### config.mk
export PLATFORM = sky130hd
export DESIGN_NAME = i2c_frame_slave
export DESIGN_NICKNAME = d
export VERILOG_FILES = /design/src/rtl/i2c_frame_slave.sv
export SDC_FILE = /design/constraint.sdc
export NUM_CORES = 1
export LEC_CHECK = 0
export BUFFER_PORTS_ARGS = -buffer_cell sky130_fd_sc_hd__buf_2
export CAP_MARGIN = 5
export CORE_ASPECT_RATIO = 1.4
export CORE_UTILIZATION = 45
export DETAILED_ROUTE_END_ITERATION = 8
export PLACE_DENSITY = 0.7
export SKIP_LAST_GASP = 1
export SYNTH_ARGS = -nofsm -noshare
export SYNTH_HDL_FRONTEND = slang
export SYNTH_SLANG_ARGS = --single-unit
export TNS_END_PERCENT = 1
### constraint.sdc
create_clock -name CLK -period 2.9 [get_ports CLK]
set_input_delay 0.58 -clock CLK [delete_from_list [all_inputs] [get_ports CLK]]
set_output_delay 0.58 -clock CLK [all_outputs]
set_load 0.02 [all_outputs]
### src/rtl/i2c_frame_slave.sv
// I2C slave clocked from the system clock: oversampled SCL/SDA, fixed-length write frames
// into a parallel word, and read transfers served from a snapshot of tx_data.
module i2c_frame_slave #(
    parameter logic [6:0] SLAVE_ADDR  = 7'h42,
    parameter int         FRAME_BYTES = 4,
    parameter int         TX_BYTES    = 4,
    parameter int         SYNC_STAGES = 2,
    localparam int        RXW  = 8 * FRAME_BYTES,
    localparam int        TXW  = 8 * TX_BYTES,
    localparam int        MAXB = (FRAME_BYTES > TX_BYTES) ? FRAME_BYTES : TX_BYTES,
    localparam int        CW   = $clog2(MAXB + 1)
) (
    input  logic           CLK,
    input  logic           RST,
    input  logic           scl_in,
    input  logic           sda_in,
    output logic           sda_oe,
    output logic [RXW-1:0] rx_data,
    output logic           rx_valid,
    output logic           rx_err,
    input  logic [TXW-1:0] tx_data,
    output logic           busy,
    output logic [2:0]     state_out,
    output logic [CW-1:0]  byte_cnt
);

    typedef enum logic [2:0] {
        IDLE     = 3'd0,
        ADDR     = 3'd1,
        ADDR_ACK = 3'd2,
        RX       = 3'd3,
        RX_ACK   = 3'd4,
        TX       = 3'd5,
        TX_ACK   = 3'd6,
        IGNORE   = 3'd7
    } state_t;

    localparam logic [CW-1:0] FRAME_CNT = CW'(FRAME_BYTES);
    localparam logic [CW-1:0] LAST_CNT  = CW'(FRAME_BYTES - 1);
    localparam logic [CW-1:0] CNT_MAX   = '1;

    state_t                 state;
    logic [SYNC_STAGES-1:0] scl_sync;
    logic [SYNC_STAGES-1:0] sda_sync;
    logic                   scl_hist;
    logic                   sda_hist;
    logic [3:0]             bit_cnt;
    logic [7:0]             shift_reg;
    logic                   rw;
    logic [RXW-1:0]         frame_buf;
    logic [TXW-1:0]         tx_snap;
    logic [7:0]             tx_byte;

    logic scl_s, sda_s, scl_rise, scl_fall, start_det, stop_det;

    // Synchronisers reset to the idle-bus level so no edge is invented when reset releases
    always_ff @(posedge CLK or negedge RST) begin
        if (!RST) begin
            scl_sync <= '1;
            sda_sync <= '1;
            scl_hist <= 1'b1;
            sda_hist <= 1'b1;
        end else begin
            scl_sync <= {scl_sync[SYNC_STAGES-2:0], scl_in};
            sda_sync <= {sda_sync[SYNC_STAGES-2:0], sda_in};
            scl_hist <= scl_sync[SYNC_STAGES-1];
            sda_hist <= sda_sync[SYNC_STAGES-1];
        end
    end

    assign scl_s     = scl_sync[SYNC_STAGES-1];
    assign sda_s     = sda_sync[SYNC_STAGES-1];
    assign scl_rise  = scl_s & ~scl_hist;
    assign scl_fall  = ~scl_s & scl_hist;
    assign start_det = scl_s & scl_hist & sda_hist & ~sda_s;
    assign stop_det  = scl_s & scl_hist & ~sda_hist & sda_s;
    assign state_out = state;

    always_ff @(posedge CLK or negedge RST) begin
        if (!RST) begin
            state     <= IDLE;
            sda_oe    <= 1'b0;
            rx_data   <= '0;
            rx_valid  <= 1'b0;
            rx_err    <= 1'b0;
            busy      <= 1'b0;
            byte_cnt  <= '0;
            bit_cnt   <= '0;
            shift_reg <= '0;
            rw        <= 1'b0;
            frame_buf <= '0;
            tx_snap   <= '0;
            tx_byte   <= '0;
        end else begin
            rx_valid <= 1'b0;
            rx_err   <= 1'b0;
            // START/STOP abort whatever is in flight; a short write frame is flagged here
            if (start_det || stop_det) begin
                state    <= start_det ? ADDR : IDLE;
                sda_oe   <= 1'b0;
                busy     <= 1'b0;
                bit_cnt  <= '0;
                byte_cnt <= '0;
                if (busy && !rw && byte_cnt != '0 && byte_cnt < FRAME_CNT)
                    rx_err <= 1'b1;
            end else begin
                case (state)
                    IDLE: ;
                    ADDR: begin
                        if (scl_rise) begin
                            shift_reg <= {shift_reg[6:0], sda_s};
                            bit_cnt   <= bit_cnt + 4'd1;
                        end else if (scl_fall && bit_cnt == 4'd8) begin
                            bit_cnt <= '0;
                            if (shift_reg[7:1] == SLAVE_ADDR) begin
                                state  <= ADDR_ACK;
                                busy   <= 1'b1;
                                sda_oe <= 1'b1;
                                rw     <= shift_reg[0];
                            end else begin
                                state <= IGNORE;
                            end
                        end
                    end
                    ADDR_ACK: begin
                        if (scl_fall) begin
                            if (!rw) begin
                                state  <= RX;
                                sda_oe <= 1'b0;
                            end else begin
                                // First data bit goes out on the same edge that ends the ACK
                                state   <= TX;
                                tx_snap <= (tx_data << 8) | TXW'(8'hFF);
                                tx_byte <= {tx_data[TXW-2 -: 7], 1'b0};
                                sda_oe  <= ~tx_data[TXW-1];
                                bit_cnt <= 4'd1;
                            end
                        end
                    end
                    RX: begin
                        if (scl_rise) begin
                            shift_reg <= {shift_reg[6:0], sda_s};
                            bit_cnt   <= bit_cnt + 4'd1;
                        end else if (scl_fall && bit_cnt == 4'd8) begin
                            state   <= RX_ACK;
                            bit_cnt <= '0;
                            sda_oe  <= (byte_cnt < FRAME_CNT);
                        end
                    end
                    RX_ACK: begin
                        if (scl_fall) begin
                            state  <= RX;
                            sda_oe <= 1'b0;
                            if (byte_cnt < FRAME_CNT)
                                frame_buf <= (frame_buf << 8) | RXW'(shift_reg);
                            if (byte_cnt == LAST_CNT) begin
                                rx_data  <= (frame_buf << 8) | RXW'(shift_reg);
                                rx_valid <= 1'b1;
                            end
                            if (byte_cnt != CNT_MAX)
                                byte_cnt <= byte_cnt + CW'(1);
                        end
                    end
                    TX: begin
                        if (scl_fall) begin
                            if (bit_cnt == 4'd8) begin
                                state   <= TX_ACK;
                                sda_oe  <= 1'b0;
                                bit_cnt <= '0;
                            end else begin
                                sda_oe  <= ~tx_byte[7];
                                tx_byte <= {tx_byte[6:0], 1'b0};
                                bit_cnt <= bit_cnt + 4'd1;
                            end
                        end
                    end
                    TX_ACK: begin
                        // Snapshot refills with 0xFF, so reads past TX_BYTES return idle bytes
                        if (scl_rise) begin
                            if (!sda_s) begin
                                state   <= TX;
                                tx_byte <= tx_snap[TXW-1 -: 8];
                                tx_snap <= (tx_snap << 8) | TXW'(8'hFF);
                                bit_cnt <= '0;
                                if (byte_cnt != CNT_MAX)
                                    byte_cnt <= byte_cnt + CW'(1);
                            end else begin
                                state <= IGNORE;
                                busy  <= 1'b0;
                            end
                        end
                    end
                    IGNORE: sda_oe <= 1'b0;
                    default: state <= IDLE;
                endcase
            end
        end
    end

endmodule

==> metrics.csv, run 1 <==
metric;value;unit
Seq cells post-synth;118;
FFs w/ async S/R, synth;1.00;
ant diodes;0;
final instance area;6570;um^2
total gr overflow;0;
GR Util met1;0.256;
fillers;1017;
VDD IR max;0.511;mV
Boundary Pins;78;
Synth cell types;55;
PwrDens;970;nW/um^2
first-pass GRT wire length;19.7;mm
DP Area;5950;um^2
Max Slew Vio Count;0;
Final GP Congestion;0.851;
area added between synthesis and finish;21.9;%
wire per inst;16.9;um
cts bufs inserted;17;
Biggest register;rx_data;
CTS tree;yes;
Final setup viols;0;
met3 usage;0.0567;
core area;11500;um^2
post-CTS setup buffers;0;
CTS Sinks;118;
Area contributors post-synth;dfrtp_1, mux2_2, a21oi_1;
post-layout minimum cycle time;2350;ps
Core Util, Final;0.570;
clk root buf;clkbuf_16;
Clock Latency Late Sink;410;ps
Setup TNS;0;ps
synth warn;0;
Worst Path Arrival;2640;ps
share of the clock period used by the worst path;0.810;
Post-synth EDFFs;0;
Post-CTS Resized;0;
vias in the first global route;3912;
Final HPWL DP;7.96;mm
Total Power;6.37;mW
Initial Util;0.468;
I/O Buffers;77;
ANT nets after route;0;
share of layout cells above drive strength 1;0.391;
drt initial violations;204;
most common cell in the netlist;dfrtp_1;
detailed-route DRC error count;0;
Largest regs;rx_data x32, tx_snap x25, frame_buf x24;
DP Worst Slack;563;ps
top cell types by occurrence after synthesis;dfrtp_1, mux2_2, a21oi_1, nor2_1, mux2i_1;
post-synthesis sequential area ratio;0.550;
antenna violations before repair;0;
Vias per Instance;5.48;
Post-Syn Area per Cell;11.9;um^2
leading area contributor after synthesis;dfrtp_1;
WL final;11.7;mm
Hold Vio Cnt, Final;0;
MaxCap Viol Count;0;
Clock Path Buffers;2;
Gate Count Post-Synth;453;
worst hold path class;primary input to asynchronous set/reset pin;
met2 Usage GRT;0.342;
RSZ-0062 raised after global routing;no;
Leak Pwr;3.26;nW
max reg flops;32;
grt peak-use layer;met2;
Initial DRT Pass Iterations;6;
Max transition margin;0.630;
die area;12400;um^2
startpoint class of the critical path;register;
Worst EP required;3190;ps
clock slew at reported path FFs;50;ps
Nets;574;
Setup Skew;5.52;ps
largest net degree at the start of global routing;46;
top-area cell type share of the netlist area;0.520;
# rows;46;
pin slew with the least headroom to its limit;555;ps
crit end category;register;
H-Tree Depth;4;
slack of the critical path;552;ps
Chip Height;131;um
Post-Syn Area;5390;um^2
status;completed;
Max FO, Critical Path;11;
Synth Flop Type;dfrtp_1;
hold_buf cts;0;
overall die width;94.5;um
Post-Syn Nets;495;
crit path kind;register to register;
Via Count;3778;
Fmax achieved;426;MHz
gr usage total;0.207;
[worst max-delay path: stages (launching register included)]
cell	delay, ps
dfstp_2	620
nand2b_1	270
mux2i_1	300
o211ai_2	130
a311oi_4	520
mux2_2	400
[metrics by stage]
stage	cells	hold WS, ps
floorplan	453	284
global placement	657	346
detailed placement	657	347
CTS	689	157
global route	689	185
finish	689	147
[logic make-up (layout without fill, tap and decap cells)]
| family | count (synthesis) | after routing | share of synthesized area |
|---|---|---|---|
| flip-flops | 118 | 118 | 0.550 |
| XOR/XNOR | 2 | 2 | 0.00325 |
| multiplexers | 96 | 96 | 0.196 |
| buffers and inverters | 41 | 133 | 0.0346 |
| AO/OA/AOI/OAI | 99 | 99 | 0.119 |
| AND/OR/NAND/NOR | 91 | 91 | 0.0832 |
| adder cells (fa/ha/maj) | 6 | 6 | 0.0139 |
[area by class of cell]
class                   instances  area (um^2)  area share
inverters                      10         37.5     0.00572
clock inverters                12          150      0.0229
repair buffers                 91          518      0.0789
flip-flops and latches        118         2960       0.451
well taps                     144          180      0.0274
clock buffers                  20          467      0.0711
multi-input cells             294         2250       0.343
[routing by layer]
| layer | vias up | routed length [um] |
|---|---|---|
| met3 | 16 | 546 |
| met1 | 1872 | 4900 |
| met4 | 0 | 215 |
| met5 | - | 0 |
| li1 | 1792 | - |
| met2 | 98 | 5990 |
[placed cells by master (no fill, tap or decap), types with 3 or more instances in the layout]
cell type     n
o22ai_1       8
mux2i_1      21
inv_1         9
dfstp_2       6
nand3b_1      3
a21oi_1      46
nor2_1       44
clkinvlp_4    3
and3_1        3
buf_2        76
nand3_1       4
bufinv_16     3
a31oi_1       7
o21ai_0      11
clkbuf_8      3
ha_1          6
clkbuf_16    17
mux2_2       74
nand2_1      14
nand2b_1      3
buf_4        13
nor2b_1       3
a41oi_1       3
dfrtp_1     112
clkinv_2      4
[worst paths after layout]
kind,startpoint,endpoint,slack (ps),cells past startpoint
max in group asynchronous,RST,scl_sync[0],2030,2
max reg2reg,scl_hist,tx_byte[0],550,5
min reg2reg,scl_sync[0],scl_sync[1],350,0
min in group CLK,sda_in,sda_sync[0],280,1
min,RST,tx_snap[29],150,1
max,scl_hist,tx_byte[0],550,5
[power by group]
part | internal (mW) | switching, mW | total, mW
logic | 0.823 | 1.01 | 1.83
clock network | 1.42 | 0.731 | 2.15
registers | 2.03 | 0.358 | 2.39
Power figures use the tool's default switching activity.
==> run 2: changes to the inputs <==
ABC_AREA = 1   (was not set)
clock period = 2.3 ns   (was 2.9 ns; I/O delays follow)
==> metrics.csv, run 2 <==
metric;value;unit
status;completed;
fillers;1126;
hold_buf cts;1;
Synth cell types;34;
post-layout minimum cycle time;2100;ps
worst hold path class;primary input to register;
Via Count;4563;
Synth Flop Type;dfrtp_1;
Leak Pwr;3.50;nW
most common cell after layout, fill and taps aside;nand2_1;
PwrDens;1210;nW/um^2
Chip Height;133;um
Vias per Instance;4.96;
CTS tree;yes;
overall die width;95.7;um
drt initial violations;158;
detailed-route DRC error count;0;
commonest non-fill, non-tap cells in the layout;nand2_1, dfrtp_1, o21ai_0, buf_2, inv_1;
ANT nets after route;0;
crit path from;scl_sync[1];
CP dominant cell by count;nand2_1;
Area contributors post-synth;dfrtp_1, nand2_1, o21ai_0;
antenna violations before repair;0;
Max Slew Vio Count;0;
clock slew at reported path FFs;50;ps
buffer and inverter count on the worst path;0;
Largest regs;rx_data x32, tx_snap x25, frame_buf x24;
Post-Syn Nets;725;
H-Tree Depth;4;
Final GP Congestion;0.879;
max reg flops;32;
FFs w/ async S/R, synth;1.00;
Worst EP required;2590;ps
ant diodes;0;
share of the clock period used by the worst path;0.912;
Max transition margin;0.582;
WL final;12.1;mm
Clock Latency Late Sink;410;ps
clk root buf;clkbuf_16;
Setup TNS;0;ps
Worst path slowest cell;dfstp_2;
cts bufs inserted;17;
gr usage total;0.208;
Critical Path, Cell by Cell;nand3_1, nand2_1, nand2_1, nand2_1, nand2_1, nor2_4, nand2_2, nand2_1, nand2_1;
total gr overflow;0;
Final setup viols;0;
# rows;47;
hold_sp;sda_in;
die area;12700;um^2
r2r startpoint;scl_sync[1];
synth warn;0;
post-CTS setup buffers;0;
MaxCap Viol Count;0;
largest net degree at the start of global routing;56;
core area;11900;um^2
first-pass GRT wire length;20.6;mm
top cell types by occurrence after synthesis;nand2_1, dfrtp_1, o21ai_0, inv_1, nand3_1;
Clock Path Buffers;2;
Fmax achieved;477;MHz
Cells after DPL;888;
Initial Util;0.466;
CP delay by family, top;simple AND/OR/NAND/NOR gates;
vias in the first global route;4510;
RSZ-0062 raised after global routing;no;
I/O Buffers;77;
Hold Vio Cnt, Final;0;
Worst Path Arrival;2390;ps
top-area cell type share of the netlist area;0.507;
Final HPWL DP;8.77;mm
crit end category;register;
area added between synthesis and finish;19.5;%
startpoint class of the critical path;register;
crit path kind;register to register;
Seq cells post-synth;118;
VDD IR max;0.693;mV
Post-CTS Resized;0;
Setup Skew;10.6;ps
CTS Sinks;118;
Nets;803;
post-synthesis sequential area ratio;0.535;
Post-Syn Area;5530;um^2
most common cell in the netlist;nand2_1;
Biggest register;rx_data;
final std cells w/o fill;920;
Post-Syn Area per Cell;8.10;um^2
pin slew with the least headroom to its limit;626;ps
Gate Count Post-Synth;683;
Max FO, Critical Path;20;
Initial DRT Pass Iterations;5;
CP max stage delay;580;ps
Boundary Pins;78;
wire per inst;13.2;um
share of layout cells above drive strength 1;0.194;
leading area contributor after synthesis;dfrtp_1;
Post-synth EDFFs;0;
-- run 2: changes by cell type after synthesis, moves of 29 or more --
cell | previous run | this run
inv_1 | 9 | 64
nand2_1 | 14 | 261
a21oi_1 | 46 | 11
o21ai_0 | 11 | 83
nand3_1 | 4 | 33
mux2_2 | 74 | 0
-- run 2: per-stage QoR --
| stage | hold slack, ps | setup slack [ps] | utilization | total power [mW] | instance area (um^2) |
|---|---|---|---|---|---|
| floorplan | 164 | 611 | - | 4.91 | 5530 |
| global placement | 351 | 318 | 0.507 | 5.39 | 6020 |
| CTS | 140 | 209 | 0.557 | 8.09 | 6610 |
| finish | 157 | 203 | 0.557 | 8.01 | 6610 |
| global route | 141 | 20.4 | 0.557 | 8.62 | 6610 |
| detailed placement | 353 | 224 | 0.507 | 5.47 | 6020 |
-- run 2: cell type report --
type	count	area, um^2	area share
multi-input cells	469	2140	0.323
well taps	147	184	0.0278
clock buffers	23	488	0.0738
clock inverters	8	96.3	0.0146
inverters	68	258	0.0390
repair buffers	87	490	0.0742
flip-flops and latches	118	2960	0.448
-- run 2: routing by layer --
metal  part of all wire  wire length [um]  global-route usage  vias to the layer above
li1                   -                 -                   -                     2305
met1               0.42              5080               0.237                     2118
met2               0.51              6220               0.356                      110
met3              0.037               454              0.0525                       30
met4              0.032               388              0.0995                        0
met5                  0                 0                   0                        -
-- run 2: worst reg2reg max path: cells and delay by family (launching register included) --
| family | cells | cell delay, ps |
|---|---|---|
| AND/OR/NAND/NOR | 9 | 1400 |
| flip-flops | 1 | 580 |
-- run 2: worst paths after layout --
| check | to | slack [ps] | cells past startpoint |
|---|---|---|---|
| worst max register to register | bit_cnt[0] | 200 | 9 |
| max in group asynchronous | tx_byte[4] | 1190 | 3 |
| min in group asynchronous | rx_data[8] | 510 | 2 |
| worst min-delay path | sda_sync[0] | 160 | 1 |
| worst min register to register | scl_sync[1] | 360 | 0 |
| worst max-delay path | bit_cnt[0] | 200 | 9 |
-- run 2: cells by family (layout without fill, tap and decap cells) --
| group | Yosys count | in the layout | synth area share |
|---|---|---|---|
| buf+inv | 96 | 186 | 0.0796 |
| flops | 118 | 118 | 0.535 |
| xor+xnor | 2 | 2 | 0.00317 |
| fa+ha+maj | 6 | 6 | 0.0136 |
| simple gates | 344 | 344 | 0.256 |
| compound gates | 117 | 117 | 0.112 |
-- run 2: power by group --
part	leakage (nW)	internal, mW	switching (mW)
combinational	1.66	0.834	1.70
clock	0.289	1.70	0.887
sequential	1.55	2.57	0.317
total	3.50	5.10	2.91
